==> src/rtl/imm_pkg.sv <==
`default_nettype none
// +----------------------------------------------------------------------------+
// | Module   : imm_pkg                                                         |
// | Purpose  : Shared immediate-format encodings, request beat type and a      |
// |            range helper for the immediate encoder.                         |
// | Contents : IMM_I/S/B/J/U, ARM_IMM8/IMM12/BR24 codes, imm_req_t,            |
// |            upper_uniform()                                                 |
// | Revision : 1.0 - initial release                                           |
// +----------------------------------------------------------------------------+
package imm_pkg;

  // RISC-V immsrc codes (arm = 0), same encoding as the decode-stage extender
  localparam logic [2:0] IMM_I = 3'b000;
  localparam logic [2:0] IMM_S = 3'b001;
  localparam logic [2:0] IMM_B = 3'b010;
  localparam logic [2:0] IMM_J = 3'b011;
  localparam logic [2:0] IMM_U = 3'b111;

  // ARM immsrc codes (arm = 1); only bits [1:0] are significant
  localparam logic [2:0] ARM_IMM8  = 3'b000;
  localparam logic [2:0] ARM_IMM12 = 3'b001;
  localparam logic [2:0] ARM_BR24  = 3'b010;

  // One request beat as captured by the first pipeline stage
  typedef struct packed {
    logic        arm;
    logic [2:0]  immsrc;
    logic [31:0] base;
    logic [31:0] imm;
  } imm_req_t;

  // True when v[31:msb] are all copies of the sign bit, i.e. v fits a
  // signed field whose top bit sits at position msb.
  function automatic logic upper_uniform(input logic [31:0] v, input int unsigned msb);
    logic [31:0] hi;
    hi = 32'($signed(v) >>> msb);
    return (hi == '0) || (hi == '1);
  endfunction

endpackage
`default_nettype wire

==> src/rtl/imm_pack.sv <==
`default_nettype none
// +----------------------------------------------------------------------------+
// | Module   : imm_pack                                                        |
// | Purpose  : Combinational packing of a 32-bit immediate into the selected   |
// |            instruction format plus representability check.                |
// | Ports    : req_i   - request beat (arm, immsrc, base, imm)                 |
// |            instr_o - base with the selected immediate field(s) replaced    |
// |            err_o   - imm not representable or format undefined            |
// | Config   : COMBI_ARM_EN - builds the ARM formats; otherwise arm is ignored |
// | Revision : 1.0 - initial release                                           |
// +----------------------------------------------------------------------------+
module imm_pack
  import imm_pkg::*;
(
  input  imm_req_t    req_i,
  output logic [31:0] instr_o,
  output logic        err_o
);

  logic [31:0] imm;
  assign imm = req_i.imm;

`ifndef COMBI_ARM_EN
  // Without the ARM formats the mode bit has no effect.
  logic unused_arm;
  assign unused_arm = req_i.arm;
`endif

  // Undefined formats fall through the defaults: word unchanged, err set.
  // Illegal but defined formats still pack the truncated bits.
  always_comb begin
    instr_o = req_i.base;
    err_o   = 1'b1;
`ifdef COMBI_ARM_EN
    if (req_i.arm) begin
      case (req_i.immsrc[1:0])
        ARM_IMM8[1:0]: begin
          instr_o[7:0] = imm[7:0];
          err_o        = |imm[31:8];
        end
        ARM_IMM12[1:0]: begin
          instr_o[11:0] = imm[11:0];
          err_o         = |imm[31:12];
        end
        ARM_BR24[1:0]: begin
          // word offset: byte offset with the two zero LSBs dropped
          instr_o[23:0] = imm[25:2];
          err_o         = (|imm[1:0]) | ~upper_uniform(imm, 25);
        end
        default: ;
      endcase
    end else
`endif
    begin
      case (req_i.immsrc)
        IMM_I: begin
          instr_o[31:20] = imm[11:0];
          err_o          = ~upper_uniform(imm, 11);
        end
        IMM_S: begin
          instr_o[31:25] = imm[11:5];
          instr_o[11:7]  = imm[4:0];
          err_o          = ~upper_uniform(imm, 11);
        end
        IMM_B: begin
          instr_o[31]    = imm[12];
          instr_o[7]     = imm[11];
          instr_o[30:25] = imm[10:5];
          instr_o[11:8]  = imm[4:1];
          err_o          = imm[0] | ~upper_uniform(imm, 12);
        end
        IMM_J: begin
          instr_o[31]    = imm[20];
          instr_o[19:12] = imm[19:12];
          instr_o[20]    = imm[11];
          instr_o[30:21] = imm[10:1];
          err_o          = imm[0] | ~upper_uniform(imm, 20);
        end
        IMM_U: begin
          instr_o[31:12] = imm[31:12];
          err_o          = |imm[11:0];
        end
        default: ;
      endcase
    end
  end

endmodule
`default_nettype wire

==> src/rtl/imm_encode.sv <==
`default_nettype none
// +----------------------------------------------------------------------------+
// | Module   : imm_encode                                                      |
// | Purpose  : Two-stage valid/ready pipeline that packs an immediate into an  |
// |            instruction word (RISC-V I/S/B/J/U or ARM imm8/imm12/br24) and  |
// |            flags unrepresentable values, with a saturating error counter.  |
// | Ports    : clk, reset (sync, active-high)                                  |
// |            in_valid/in_ready, arm, immsrc, base, imm  - request side       |
// |            out_valid/out_ready, instr, err             - result side       |
// |            err_count - saturating count of delivered error beats          |
// | Config   : COMBI_ARM_EN - enables ARM formats (in imm_pack)                |
// | Revision : 1.0 - initial release                                           |
// +----------------------------------------------------------------------------+
module imm_encode
  import imm_pkg::*;
#(
  parameter int unsigned ERR_CNT_W = 16
) (
  input  logic                 clk,
  input  logic                 reset,
  input  logic                 in_valid,
  output logic                 in_ready,
  input  logic                 arm,
  input  logic [2:0]           immsrc,
  input  logic [31:0]          base,
  input  logic [31:0]          imm,
  output logic                 out_valid,
  input  logic                 out_ready,
  output logic [31:0]          instr,
  output logic                 err,
  output logic [ERR_CNT_W-1:0] err_count
);

  // Stage 1: registered request
  logic     s1_valid_q, s1_valid_d;
  imm_req_t s1_req_q, s1_req_d;
  // Stage 2: registered packed result
  logic        s2_valid_q, s2_valid_d;
  logic [31:0] s2_instr_q, s2_instr_d;
  logic        s2_err_q, s2_err_d;
  logic [ERR_CNT_W-1:0] err_count_q, err_count_d;

  imm_req_t    req_in;
  logic [31:0] pack_instr;
  logic        pack_err;
  logic        s1_move, s1_load, s2_move;

  assign req_in.arm    = arm;
  assign req_in.immsrc = immsrc;
  assign req_in.base   = base;
  assign req_in.imm    = imm;

  // S1 advances when S2 is empty or S2 is draining this cycle; in_ready
  // therefore depends combinationally on out_ready.
  assign s1_move  = s1_valid_q & (~s2_valid_q | out_ready);
  assign s2_move  = s2_valid_q & out_ready;
  assign in_ready = ~s1_valid_q | s1_move;
  assign s1_load  = in_valid & in_ready;

  imm_pack u_pack (
    .req_i   (s1_req_q),
    .instr_o (pack_instr),
    .err_o   (pack_err)
  );

  always_comb begin
    s1_valid_d  = s1_valid_q;
    s1_req_d    = s1_req_q;
    s2_valid_d  = s2_valid_q;
    s2_instr_d  = s2_instr_q;
    s2_err_d    = s2_err_q;
    err_count_d = err_count_q;

    if (s1_load) begin
      s1_valid_d = 1'b1;
      s1_req_d   = req_in;
    end else if (s1_move) begin
      s1_valid_d = 1'b0;
    end

    // S2 only reloads when it is empty or draining, so its contents stay
    // stable while stalled.
    if (s1_move) begin
      s2_valid_d = 1'b1;
      s2_instr_d = pack_instr;
      s2_err_d   = pack_err;
    end else if (s2_move) begin
      s2_valid_d = 1'b0;
    end

    if (s2_move && s2_err_q && (err_count_q != '1)) begin
      err_count_d = err_count_q + 1'b1;
    end
  end

  always_ff @(posedge clk) begin
    if (reset) begin
      s1_valid_q  <= 1'b0;
      s1_req_q    <= '0;
      s2_valid_q  <= 1'b0;
      s2_instr_q  <= '0;
      s2_err_q    <= 1'b0;
      err_count_q <= '0;
    end else begin
      s1_valid_q  <= s1_valid_d;
      s1_req_q    <= s1_req_d;
      s2_valid_q  <= s2_valid_d;
      s2_instr_q  <= s2_instr_d;
      s2_err_q    <= s2_err_d;
      err_count_q <= err_count_d;
    end
  end

  assign out_valid = s2_valid_q;
  assign instr     = s2_instr_q;
  assign err       = s2_err_q;
  assign err_count = err_count_q;

endmodule
`default_nettype wire

==> config.mk <==
export PLATFORM = sky130hd
export DESIGN_NAME = imm_encode
export DESIGN_NICKNAME = d
export VERILOG_FILES = /design/src/rtl/imm_pkg.sv /design/src/rtl/imm_pack.sv /design/src/rtl/imm_encode.sv
export SDC_FILE = /design/constraint.sdc
export NUM_CORES = 1
export LEC_CHECK = 0
export BUFFER_PORTS_ARGS = -buffer_cell sky130_fd_sc_hd__buf_2
export CORE_ASPECT_RATIO = 0.5
export CORE_MARGIN = 1
export CORE_UTILIZATION = 55
export CTS_CLUSTER_SIZE = 12
export DETAILED_ROUTE_END_ITERATION = 10
export HOLD_SLACK_MARGIN = 0.05
export PLACE_DENSITY_LB_ADDON = 0.3
export SYNTH_ARGS = -nofsm -noshare
export SYNTH_HDL_FRONTEND = slang
export SYNTH_SLANG_ARGS = --single-unit
==> constraint.sdc <==
create_clock -name clk -period 4.1 [get_ports clk]
set_input_delay 0.205 -clock clk [delete_from_list [all_inputs] [get_ports clk]]
set_output_delay 0.205 -clock clk [all_outputs]
set_load 0.01 [all_outputs]
==> metrics.md, run 1 <==
| Metric | Value |
|---|---|
| Status | `finished clean` |
| DIE HEIGHT | `68.62 um` |
| Synth warn | `0` |
| Setup Viol. Count Final | `0` |
| Via count | `5037` |
| Clock-pin slew on the worst setup and hold paths | `0.05 ns` |
| Worst Skew | `0.006443 ns` |
| Kind of critical path | `flop to flop` |
| Avg Inst Size Synth | `7.701 sq um` |
| Reg2reg end | `s1_req_q[30]` |
| Placed Cells | `827` |
| GR Overflow Total | `0` |
| Drt total wl | `13590 um` |
| Slew margin rel. | `31.18%` |
| Worst-Margin Slew | `1.030 ns` |
| HPWL Detailed | `8304 um` |
| WP data arrival | `2.64 ns` |
| Final worst path period share | `56.51%` |
| Syn Nets | `707` |
| Inserted Diodes | `0` |
| Port buffer count | `121` |
| Final Critical Period | `2.317 ns` |
| Tot GR Track Use | `29.80%` |
| Clock latency on the worst-skew pair | `0.40 ns` |
| Gpl congestion | `0.8267` |
| First-pass GRT wire length | `21180 um` |
| I/O pin cnt | `123` |
| Die Wd | `135.2 um` |
| Post-CTS sizing | `0` |
| Average vias per placed instance | `5.535` |
| Register area share after synthesis | `48.39%` |
| Commonest non-fill, non-tap cell in the layout | `nand2_1` |
| CP endpoint kind | `flop` |
| Clock Sinks | `118` |
| Critical path destination | `s1_req_q[30]` |
| DRC violations left | `0` |
| Fmax | `0.4316 GHz` |
| Pre-CTS setup slack | `1.828 ns` |
| Reg2reg path depth | `6` |
| Vias in the first global route | `4551` |
| TritonCTS clock tree | `built` |
| Initial antenna violation count | `0` |
| Maximum vdd ir drop | `0.3465 mV` |
| Final hold viol count | `0` |
| Largest net degree at the start of global routing | `80` |
| Seq cells post-synth | `118` |
| Final Max Tran Viols | `0` |
| RSZ-0062 raised after global routing | `false` |
| Setup slack, reg-to-reg | `1.78 ns` |
| Die area | `9280 sq um` |
| Total CTS buffers | `17` |
| Design Area, Final | `6589 sq um` |
| Fillers | `578` |
| Hold Path Class | `primary input to flop` |
| Setup_tns | `0 ns` |
| Placeable core area | `8288 sq um` |
| Post-route setup slack | `1.783 ns` |
| Proportion of layout cells with a drive suffix above 1 | `20.05%` |
| Clk root buf | `clkbuf_16` |
| H-tree depth | `4` |
| Startpoint Class | `flop` |
| 1st-iter DRT viols | `351` |
| Mapped Cells | `634` |
| Max Cap Viol | `0` |
| Syn Std Cell Area | `4882 sq um` |
| Worst r2r src | `out_valid` |
| Power Density | `446.2 nW/um^2` |
| Clk buf depth | `2` |
| WL/cell | `14.93 um` |
| CP startpoint | `out_valid` |
| Required time of the critical path | `4.42 ns` |
| Commonest cells after routing, fill and taps aside | `190 x nand2_1, 120 x buf_2, 118 x dfxtp_1, 91 x a21oi_1, 58 x nor2_1` |
| Synth unique cells | `41` |
| Leak | `2.720 nW` |
| CP max FO | `49` |
| Final Non-Filler Cells | `910` |
| Row cnt | `23` |
| DRT Pass-1 Iters | `5` |
| Synthesis-to-layout area growth | `34.96%` |
| Initial Utilization | `58.91%` |
| Final #Nets | `860` |
| Hold slack final | `0.06061 ns` |
| ANT nets after route | `0` |
| Placed inst area | `5505 sq um` |
## power by group
part           internal [mW]  total (mW)  switching, mW
Combinational          0.132       0.285          0.153
Clock                  0.894        1.40          0.504
Sequential              1.21        1.26         0.0515
## final cells by class
type	instances	area (sq um)	share of cell area [%]
clock buffer	19	442.9	6.722
clock inverter	11	110.1	1.671
inverter	4	15.01	0.2279
multi-input combinational	468	2350	35.66
sequential	118	2362	35.85
tap	112	140.1	2.127
timing repair buffer	178	1169	17.74
## registers in the layout, summed over array words and instances (netlist names)
register / flops
err_count: 16
err: 1
s1_req_q: 67
out_valid: 1
s1_valid_q: 1
instr: 32
## layer usage
layer,global-route usage (%),up-vias,part of all wire (%)
met5,0,-,0
met4,11.38,0,1.4
met3,7.675,22,7.4
met2,52.50,211,48
met1,35.81,2323,43
li1,-,2481,-
## Yosys cell counts, drive strengths merged
| master | instances | share of area [%] |
|---|---|---|
| o211ai | 4 | 0.62 |
| and3 | 3 | 0.38 |
| nor2 | 58 | 4.5 |
| nor3 | 5 | 0.51 |
| a22o | 4 | 0.72 |
| a22oi | 5 | 0.77 |
| and2 | 2 | 0.26 |
| xor2 | 11 | 2.0 |
| buf | 7 | 0.61 |
| or3 | 1 | 0.13 |
| inv | 4 | 0.31 |
| o21ai | 10 | 1.1 |
| dfxtp | 118 | 48 |
| nor2b | 5 | 0.64 |
| mux2i | 7 | 1.4 |
| o221ai | 2 | 0.36 |
| clkbuf | 37 | 2.8 |
| a311oi | 14 | 2.5 |
| and3b | 1 | 0.18 |
| nand2b | 1 | 0.13 |
| nand2 | 191 | 15 |
| nor4 | 12 | 1.5 |
| a211oi | 8 | 1.2 |
| or4 | 5 | 0.85 |
| a31oi | 1 | 0.13 |
| nor3b | 1 | 0.15 |
| nand3 | 8 | 0.92 |
| mux2 | 2 | 0.46 |
| nand4 | 9 | 1.2 |
| ha | 1 | 0.26 |
| a221oi | 1 | 0.18 |
| o2111ai | 2 | 0.36 |
| xnor2 | 1 | 0.18 |
| o31ai | 1 | 0.15 |
| a21oi | 92 | 9.4 |
## kinds of logic (layout without fill, tap and decap cells)
| logic type | Yosys count | count (layout) | share of synthesized area [%] |
|---|---|---|---|
| fa+ha+maj | 1 | 1 | 0.2562 |
| compound gates | 144 | 144 | 17.56 |
| simple gates | 302 | 302 | 25.99 |
| buf+inv | 48 | 212 | 3.767 |
| flops | 118 | 118 | 48.39 |
| mux | 9 | 9 | 1.896 |
| xor+xnor | 12 | 12 | 2.153 |
## how the worst min path moves through the flow
stage                      start           end  slack (ns)  depth (start not counted)
floorplan                base[0]  s1_req_q[32]        0.34                          2
global placement    s1_req_q[36]      instr[4]        0.44                          2
detailed placement      instr[1]      instr[1]        0.45                          2
CTS                     base[11]  s1_req_q[43]        0.05                          3
global route             imm[31]  s1_req_q[31]        0.06                          3
finish                  base[28]  s1_req_q[60]        0.06                          3
## stage by stage
step           util [%]  power, mW
5_1_grt           79.50      3.046
4_1_cts           79.38      2.943
6_report          79.50      2.940
3_5_place_dp      66.43      1.518
2_1_floorplan         -      1.420
3_3_place_gp      66.43      1.510
## what timing repair did
action,CTS,global route
hold endpoints to repair,52,1
hold buffers,52,1
buffers inserted,0,0
## worst max-delay path, stage by stage, from the launching register on
cell     delay, ns
dfxtp_1       0.37
nor2b_1       0.35
nand2_1       0.18
nand2_2       0.74
buf_4         0.37
nand2_1       0.07
a21oi_1       0.15
(Power assumes the default switching activity.)
==> run 2, diff against run 1 <==
--- a/config.mk
+++ b/config.mk
@@ -8,7 +8,7 @@
 export BUFFER_PORTS_ARGS = -buffer_cell sky130_fd_sc_hd__buf_2
 export CORE_ASPECT_RATIO = 0.5
 export CORE_MARGIN = 1
-export CORE_UTILIZATION = 55
+export CORE_UTILIZATION = 48
 export CTS_CLUSTER_SIZE = 12
 export DETAILED_ROUTE_END_ITERATION = 10
 export HOLD_SLACK_MARGIN = 0.05
==> constraint.sdc (replaced) <==
create_clock -name clk -period 2.1 [get_ports clk]
set_input_delay 0.105 -clock clk [delete_from_list [all_inputs] [get_ports clk]]
set_output_delay 0.105 -clock clk [all_outputs]
set_load 0.01 [all_outputs]
==> metrics.md, run 2 (synthesis gave the netlist of run 1 again) <==
| Metric | Value |
|---|---|
| Inserted Diodes | `0` |
| Initial antenna violation count | `0` |
| Kind of critical path | `flop to flop` |
| Synthesis-to-layout area growth | `43.31%` |
| Commonest cells after routing, fill and taps aside | `190 x nand2_1, 120 x buf_2, 118 x dfxtp_1, 91 x a21oi_1, 68 x dlygate4sd3_1` |
| Clock-pin slew on the worst setup and hold paths | `0.05 ns` |
| ANT nets after route | `0` |
| Required time of the critical path | `2.37 ns` |
| GR Overflow Total | `0` |
| Cell internal pwr | `4.546 mW` |
| Clk pwr share | `48.6%` |
| Switching share of total power | `23.73%` |
| Clk root buf | `clkbuf_16` |
| Die area | `10600 sq um` |
| Status | `finished clean` |
| Final hold viol count | `0` |
| H-tree depth | `4` |
| Vias in the first global route | `4635` |
| Die Wd | `144.6 um` |
| Setup_tns | `0 ns` |
| Worst-Margin Slew | `0.9113 ns` |
| Pwr Total | `5.960 mW` |
| Port buffer count | `121` |
| Tot GR Track Use | `27.85%` |
| Post-CTS sizing | `0` |
| Hold slack final | `0.08588 ns` |
| Commonest non-fill, non-tap cell in the layout | `nand2_1` |
| Fmax | `0.5017 GHz` |
| Clock latency on the worst-skew pair | `0.41 ns` |
| Comb pwr share | `10.3%` |
| I/O pin cnt | `123` |
| DIE HEIGHT | `73.32 um` |
| Maximum vdd ir drop | `0.5672 mV` |
| CP max FO | `14` |
| Proportion of layout cells with a drive suffix above 1 | `21.49%` |
| Via count | `5177` |
| DRT Pass-1 Iters | `5` |
| Sequential fraction of design power | `41.1%` |
| HPWL Detailed | `8608 um` |
| Initial Utilization | `50.51%` |
| WP data arrival | `2.27 ns` |
| Placeable core area | `9666 sq um` |
| Power Density | `851.9 nW/um^2` |
| Final worst path period share | `94.92%` |
| Startpoint Class | `flop` |
| Max Cap Viol | `0` |
| 1st-iter DRT viols | `346` |
| Row cnt | `25` |
| Average vias per placed instance | `5.348` |
| RSZ-0062 raised after global routing | `false` |
| CP endpoint kind | `flop` |
| WL/cell | `14.66 um` |
| Net switching power | `1.414 mW` |
| TritonCTS clock tree | `built` |
| Final Max Tran Viols | `0` |
| Max reg flops | `67` |
| Drt total wl | `14190 um` |
| DRC violations left | `0` |
| Pre-CTS setup slack | `0.09054 ns` |
| First-pass GRT wire length | `22410 um` |
| Worst Skew | `0.008655 ns` |
| Gpl congestion | `0.8735` |
| Clk buf depth | `2` |
| Largest net degree at the start of global routing | `68` |
| Setup Viol. Count Final | `0` |
| Slew margin rel. | `39.11%` |
| Final #Nets | `893` |
| Final Critical Period | `1.993 ns` |
| Total CTS buffers | `17` |
| Clock Sinks | `118` |
| Leak | `2.905 nW` |
| Post-route setup slack | `0.1067 ns` |
| Reg with most FFs | `s1_req_q` |
| Hold Path Class | `primary input to flop` |
run 2: changes by cell type in the layout (fill, tap and decap cells not counted), sizes merged:
cell,change
clkinv,-3
clkbuf,+5
dlygate4sd3,+15
buf,+18
run 2: path summary, 6_finish.rpt:
check        slack [ns]          from  cells past startpoint           end
max                0.11  err_count[1]                      6  err_count[2]
min reg2reg        0.45  s1_req_q[33]                      2      instr[1]
min                0.09     out_ready                      4     out_valid
max reg2reg        0.11  err_count[1]                      6  err_count[2]
run 2: metal layers:
layer | track usage (%) | vias up | routed length [um]
met5 | 0 | - | 0
met1 | 35.81 | 2430 | 6498
met4 | 8.187 | 0 | 121
met3 | 7.106 | 14 | 820
met2 | 46.53 | 178 | 6749
li1 | - | 2555 | -
run 2: cell type report:
| class | instances | area [sq um] |
|---|---|---|
| fill | 742 | 2669 |
| tap | 135 | 168.9 |
| clock buffer | 24 | 501.7 |
| multi-input combinational | 468 | 2350 |
| sequential | 118 | 2362 |
| clock inverter | 8 | 95.09 |
| timing repair buffer | 211 | 1504 |
| inverter | 4 | 15.01 |
run 2: power by group through the flow:
stage,clock network [mW],registers [mW],logic (mW)
2_1_floorplan,0,2.48,0.296
3_3_place_gp,0,2.49,0.495
3_5_place_dp,0,2.49,0.504
4_1_cts,2.92,2.45,0.604
5_1_grt,3.04,2.46,0.678
6_report,2.90,2.45,0.613
run 2: what timing repair did:
item | 4_1_cts | 5_1_grt
hold buffers | 68 | 0
setup endpoints to repair | 0 | 6
hold endpoints to repair | 68 | 0
setup buffers | 0 | 3
run 2: metrics by stage:
step / std cells / utilization [%] / instance area, sq um
after detailed placement: 865 / 58.94 / 5697
after global placement: 865 / 58.94 / 5697
final: 968 / 72.39 / 6997
after floorplan: 634 / - / 4882
after CTS: 965 / 72.16 / 6974
after global routing: 968 / 72.39 / 6997
run 2: worst max-delay path, cell delays in order (launching register included):
cell and delay (ns):
dfxtp_1 0.39, ha_1 0.22, nand2_1 0.13, or4_4 0.54
o211ai_1 0.26, xor2_1 0.24, nor2_1 0.07
